**config.mk**
```make
export PLATFORM = sky130hd
export DESIGN_NAME = fetch_pc_unit
export DESIGN_NICKNAME = d
export VERILOG_FILES = /design/src/rtl/fetch_pc_unit.sv
export SDC_FILE = /design/constraint.sdc
export NUM_CORES = 1
export LEC_CHECK = 0
export CAP_MARGIN = 20
export CELL_PAD_IN_SITES_DETAIL_PLACEMENT = 0
export CELL_PAD_IN_SITES_GLOBAL_PLACEMENT = 1
export CORE_MARGIN = 2
export CORE_UTILIZATION = 25
export DETAILED_ROUTE_END_ITERATION = 10
export PLACE_DENSITY = 0.81
export REMOVE_ABC_BUFFERS = 1
export SYNTH_ARGS = -nofsm -noshare
export SYNTH_HDL_FRONTEND = slang
export SYNTH_SLANG_ARGS = --single-unit
```
**constraint.sdc**
```tcl
create_clock -name clk -period 1.5 [get_ports clk]
set_input_delay 0.15 -clock clk [delete_from_list [all_inputs] [get_ports clk]]
set_output_delay 0.15 -clock clk [all_outputs]
set_load 0.1 [all_outputs]
```
**src/rtl/fetch_pc_unit.sv**
```systemverilog
// fetch_pc_unit: PC register, instruction fetch and IF/ID register with redirect, stall, flush and halt sequencing
module fetch_pc_unit #(
   parameter int PC_W = 16,
   parameter logic [PC_W-1:0] RESET_PC = '0,
   parameter logic [PC_W-1:0] NOP_INSTR = '0,
   parameter logic [3:0] HLT_OP = 4'b1111
) (
   input  logic            clk,
   input  logic            rst,
   input  logic            br_ctrl,
   input  logic [PC_W-1:0] br_target,
   input  logic            jmp,
   input  logic [PC_W-1:0] jmp_target,
   input  logic            stall,
   input  logic            hlt_retire,
   output logic [PC_W-1:0] imem_addr,
   input  logic [PC_W-1:0] imem_data,
   output logic [PC_W-1:0] ifid_instr,
   output logic [PC_W-1:0] ifid_pc_inc,
   output logic            ifid_valid,
   output logic            halted
);
   typedef enum logic [1:0] {RUN, HALT_PEND, HALTED} state_t;
   state_t state, state_n;
   logic [PC_W-1:0] pc, pc_n, instr_n, pc_inc_n, pc_plus;
   logic valid_n, redirect;
   assign imem_addr = pc;
   assign halted = state == HALTED;
   assign pc_plus = pc + 1'b1;
   assign redirect = br_ctrl | jmp;
   always_comb begin
      state_n = state;
      pc_n = pc;
      instr_n = ifid_instr;
      pc_inc_n = ifid_pc_inc;
      valid_n = ifid_valid;
      if (state != HALTED) begin
         if (redirect) begin
            pc_n = br_ctrl ? br_target : jmp_target;
            instr_n = NOP_INSTR;
            pc_inc_n = '0;
            valid_n = 1'b0;
            state_n = RUN;
         end else begin
            if (state == HALT_PEND && hlt_retire) state_n = HALTED;
            if (!stall && state == RUN) begin
               instr_n = imem_data;
               pc_inc_n = pc_plus;
               valid_n = 1'b1;
               state_n = imem_data[PC_W-1 -: 4] == HLT_OP ? HALT_PEND : RUN;
               pc_n = imem_data[PC_W-1 -: 4] == HLT_OP ? pc : pc_plus;
            end else if (!stall) begin
               instr_n = NOP_INSTR;
               pc_inc_n = '0;
               valid_n = 1'b0;
            end
         end
      end
   end
   always_ff @(posedge clk) begin
      if (rst) begin
         state <= RUN;
         pc <= RESET_PC;
         ifid_instr <= NOP_INSTR;
         ifid_pc_inc <= '0;
         ifid_valid <= 1'b0;
      end else begin
         state <= state_n;
         pc <= pc_n;
         ifid_instr <= instr_n;
         ifid_pc_inc <= pc_inc_n;
         ifid_valid <= valid_n;
      end
   end
endmodule

```
* After elaboration in Yosys (flattened, before gate mapping)
Index checks and enable logic that the tools add are counted.
Cells by class: add/subtract/negate cells 1, eq/ne operators 6, muxes and demuxes 16, bitwise logic cells 1, reductions and logical operators 9
Operators by type and width (count):
- 2-to-1 mux 16 bit | 9
- adder 16 x 1 -> 16 bit, second input constant | 1
- 2-to-1 mux 2 bit | 3
- equality test 4 bit, second input constant | 1
- 2-to-1 mux 1 bit | 4
- inequality test 2 bit, second input constant | 2
- AND reduction 2 bit | 2
- inequality test 3 x 1 -> 1 bit, second input constant | 1
- AND reduction 3 bit | 1
- nonzero test 3 bit | 1
- equality test 2 x 1 -> 1 bit, second input constant | 1
- equality test 2 bit, second input constant | 1
- logical AND 1 bit | 2
- zero test 2 bit | 1
- nonzero test 2 bit | 1
- zero test 1 bit | 1
- bitwise OR 1 bit | 1
Storage, ports and cells: flip-flop bits (word level) 51, input bits 54, output and inout bits 50, word-level logic and storage cells 38

* Depth between registers and ports, before layout
Gate-level depths: netlist of the first run.
depth in word-level cells 5, depth in mapped cells 8, depth with buffers taken out 6

* Least setup slack after synthesis of the first run
No wires, ideal clock.
kind reg2reg, from register pc[0] (netlist: imem_addr[0]), to register ifid_pc_inc[12], library setup time 0.120 ns, data arrival time 2.316 ns, required time 1.380 ns, setup slack -0.936 ns, cell stages (with the launch flop) 7, path buffers 0, clock period less this slack 2.436 ns, path through dfxtp_1 > ha_1 > nand3_2 > nor3_2 > and3_1 > xnor2_1 > o21ai_1
Between the ends: cells in the longest elaborated chain, start to end 3
RTL lines:
- start, declared | line 25 | logic [PC_W-1:0] pc, pc_n, instr_n, pc_inc_n, pc_plus;
- start signal, assigned | line 69 | pc <= pc_n;
- adder 16 x 1 -> 16 bit | line 29 | assign pc_plus = pc + 1'b1;
- 2-to-1 mux 16 bit | line 46 | if (!stall && state == RUN) begin
- 2-to-1 mux 16 bit | line 38 | if (redirect) begin
- end signal, assigned | line 71 | ifid_pc_inc <= pc_inc_n;
- end, declared | line 19 | output logic [PC_W-1:0] ifid_pc_inc,
No other way between the ends. A chain may end at the register's enable or synchronous reset.

* Worst setup path after layout of the first run
from register pc[0] (netlist: imem_addr[0]), to register pc[9] (netlist: imem_addr[9])
Between the ends: cells in the longest elaborated chain, start to end 4
RTL lines:
- adder 16 x 1 -> 16 bit | line 29
- 2-to-1 mux 16 bit | line 51 | pc_n = imem_data[PC_W-1 -: 4] == HLT_OP ? pc : pc_plus;
- 2-to-1 mux 16 bit | line 46
- 2-to-1 mux 16 bit | line 38
No other way between the ends. The select of a mux whose other input is x is not followed.

==> summary.txt, run 1 <==
Final layout
  • Area delta synth->final: 87.4%
  • Layout fillers: 903
  • Proportion of layout cells with a drive suffix above 1: 34.5%
  • Nets: 486
  • Antenna fix cells: 0

Drt
  • # DRC: 0
  • Vias per cell: 4.99
  • Initial drt markers: 115
  • Detailed-route via count: 2,817
  • Routed WL: 9120 µm
  • DR pass1 iterations: 4
  • ANT nets after route: 0
  • WL/cell: 16.1 µm

Yosys
  • Asr flop ratio synth: 0%
  • Sequential area share after synthesis: 40.4%
  • Ys Warns: 0
  • Post-synth top cells: 51 x dfxtp_1, 37 x nor2_1, 30 x a22oi_1
  • Unique cell type count in the Yosys netlist: 51
  • Share of the synthesized area in the top cell type: 40.4%
  • Syn Area/Cell: 8.62 µm²
  • Post-synth EDFFs: 0
  • Synthesized instance count: 293
  • Synth area leader: dfxtp_1
  • Post-synth top flop: dfxtp_1
  • Most frequent cell after synthesis: dfxtp_1
  • Synth area leaders: dfxtp_1 40%, a22oi_1 8.9%, nor2_1 5.5%
  • Number of synthesized register bits: 51
  • Synthesized cell area: 2530 µm²

Clocking
  • Clk_lat worst skew: 0.32 ns
  • H-tree lvl count: 2
  • Clock tree buffer depth: 2
  • Hold buffers post-CTS: 0
  • Num Clock Sinks: 51
  • Clock Tree Root: clkbuf_8
  • Total CTS buffers: 5
  • Clk slew on worst S/H paths: 0.11 ns
  • CTS tree: done

Critical path
  • CP Data Required Time: 1.75 ns
  • Worst EP arrival: 1.76 ns
  • Critical Path Max Stage Delay: 0.39 ns
  • CP max FO: 4
  • Critical path, cell by cell: nand4_1 -> buf_4 -> nor2_4 -> nand3_1 -> o31a_1 -> o22ai_2
  • Worst setup SP type: flip-flop
  • Critical path's slowest cell: dfxtp_4
  • Worst Path Class, Setup: flip-flop to flip-flop
  • Crit path capture type: flip-flop

Floorplanning
  • Core area: 9770 µm²
  • Die area: 10,900 µm²
  • Die height: 105 µm
  • Initial Utilization: 25.8%
  • I/O pins: 104
  • Die Width: 105 µm
  • Row count: 36

STA
  • Setup Total Neg Slack: -0.0145 ns
  • Setup-failing EPs final: 1
  • Min Clock Period, post-route: 1.51 ns
  • Rel. slew slack: 69.0%
  • RSZ-0062 raised after global routing: true
  • Slew @ Worst Pin: 0.465 ns
  • FMAX: 660 MHz
  • Hold Vio Cnt, Final: 0
  • Worst Slack Setup Final: -0.0145 ns
  • Clock skew: 0.0163 ns
  • Max-slew violation count: 0
  • Final period utilization: 101%

Global route
  • Congestion Overflow GR: 0
  • Initial antenna violation count: 0
  • Vias in the first global route: 2,853
  • Total track usage: 16.5%
  • Global-route wire length before repair: 14,600 µm
  • Pin count of the biggest net entering global routing: 26

Place
  • Detailed Place HPWL: 6780 µm
  • Final GP Congestion: 0.874
  • Port Buffers: 103

Power and ir drop
  • Peak VDD IR: 0.421 mV
  • Leak pwr: 1.81 nW
  • Power Density: 734 nW/µm²
  • Total power: 3.47 mW

Status
  • Failing checks: setup timing
  • Outcome: complete, but fails checks

Job
  • Maxcap violations: 0

Worst hold path
  • HP Class: input pin to flip-flop
-- through the flow --
step / hold WS [ns] / area (µm²) / setup WS, ns / utilization (%) / cells
after floorplan: 0.219 / 2400 / -1.05 / - / 273
after global placement: 0.475 / 4450 / -0.322 / 45.5 / 553
after detailed placement: 0.480 / 4450 / -0.366 / 45.5 / 553
after CTS: 0.259 / 4550 / 0.000266 / 46.6 / 562
after global routing: 0.272 / 4730 / -0.0489 / 48.4 / 565
final: 0.280 / 4730 / -0.0145 / 48.4 / 565
-- path summary, 6_finish.rpt --
path	depth (start not counted)	start	slack [ns]	end
worst max register to register	6	imem_addr[0]	-0.01	imem_addr[9]
worst min-delay path	2	rst	0.28	imem_addr[1]
worst max-delay path	6	imem_addr[0]	-0.01	imem_addr[9]
worst min register to register	2	ifid_pc_inc[13]	0.49	ifid_pc_inc[13]
-- cells by family (layout without fill, tap and decap cells) --
kind of cell / count (synthesis) / count (layout) / share of synthesized area (%)
mux: 2 / 2 / 0.793
simple gates: 110 / 111 / 22.5
flops: 51 / 51 / 40.4
buf+inv: 24 / 162 / 5.55
compound gates: 91 / 91 / 25.4
xor+xnor: 14 / 14 / 4.85
fa+ha+maj: 1 / 1 / 0.495
-- what timing repair did --
item,4_1_cts,5_1_grt
resized for setup,5,37
pin swaps,4,10
setup endpoints to repair,21,18
setup buffers,1,2
cloned,0,1
-- sequential cells by signal, indices dropped and copies added, names as in the netlist --
register     count
ifid_pc_inc     16
imem_addr       16
ifid_instr      16
ifid_valid       1
state            2
-- report_power, final --
| group | switching, mW | internal (mW) | total [mW] | leakage [nW] |
|---|---|---|---|---|
| logic | 0.665 | 0.498 | 1.16 | 1.34 |
| registers | 0.0496 | 1.40 | 1.45 | 0.418 |
| clock network | 0.522 | 0.339 | 0.861 | 0.0489 |
| total | 1.24 | 2.24 | 3.47 | 1.81 |
-- placed cells by master (no fill, tap or decap), types with 5 or more instances in the layout --
cell | Yosys | layout
a21oi_1 | 20 | 18
buf_12 | 0 | 52
nor2_1 | 37 | 34
xor2_1 | 5 | 5
xnor2_1 | 9 | 7
dfxtp_1 | 51 | 46
clkdlybuf4s50_1 | 0 | 50
o21ai_0 | 9 | 8
nand2b_1 | 6 | 6
buf_4 | 0 | 41
o21ai_1 | 9 | 10
a22oi_1 | 30 | 30
nand3_1 | 9 | 7
clkbuf_8 | 0 | 5
nand2_1 | 24 | 23
-- worst max-delay path: cells and delay by family (launching register included) --
family / cells / cell delay, ns
AOI/OAI and AO/OA: 2 / 0.45
DFF: 1 / 0.39
buffers and inverters: 1 / 0.16
and+or+nand+nor: 3 / 0.44
-- routing by layer --
layer / track usage, % / share of wire (%)
met5: 0 / 0
met4: 3.47 / 1.3
met3: 5.39 / 8.4
met2: 27.1 / 47
met1: 21.1 / 43
-- area by class of cell --
cell class                      instances  area, µm²  share of cell area [%]
Timing Repair Buffer                  150       1920                    40.5
Multi-Input combinational cell        219       1510                    32.0
Sequential cell                        51       1030                    21.8
Tap cell                              133        166                    3.51
Clock buffer                            5       68.8                    1.45
Clock inverter                          3       22.5                   0.476
Inverter                                4       15.0                   0.317
Power figures use the tool's default switching activity.
==> run 2: changes to the inputs <==
CTS_BUF_LIST = sky130_fd_sc_hd__clkbuf_8   (was not set)
==> results of run 2 <==
No change in the layout: final DEF, timing and power equal those of run 1.
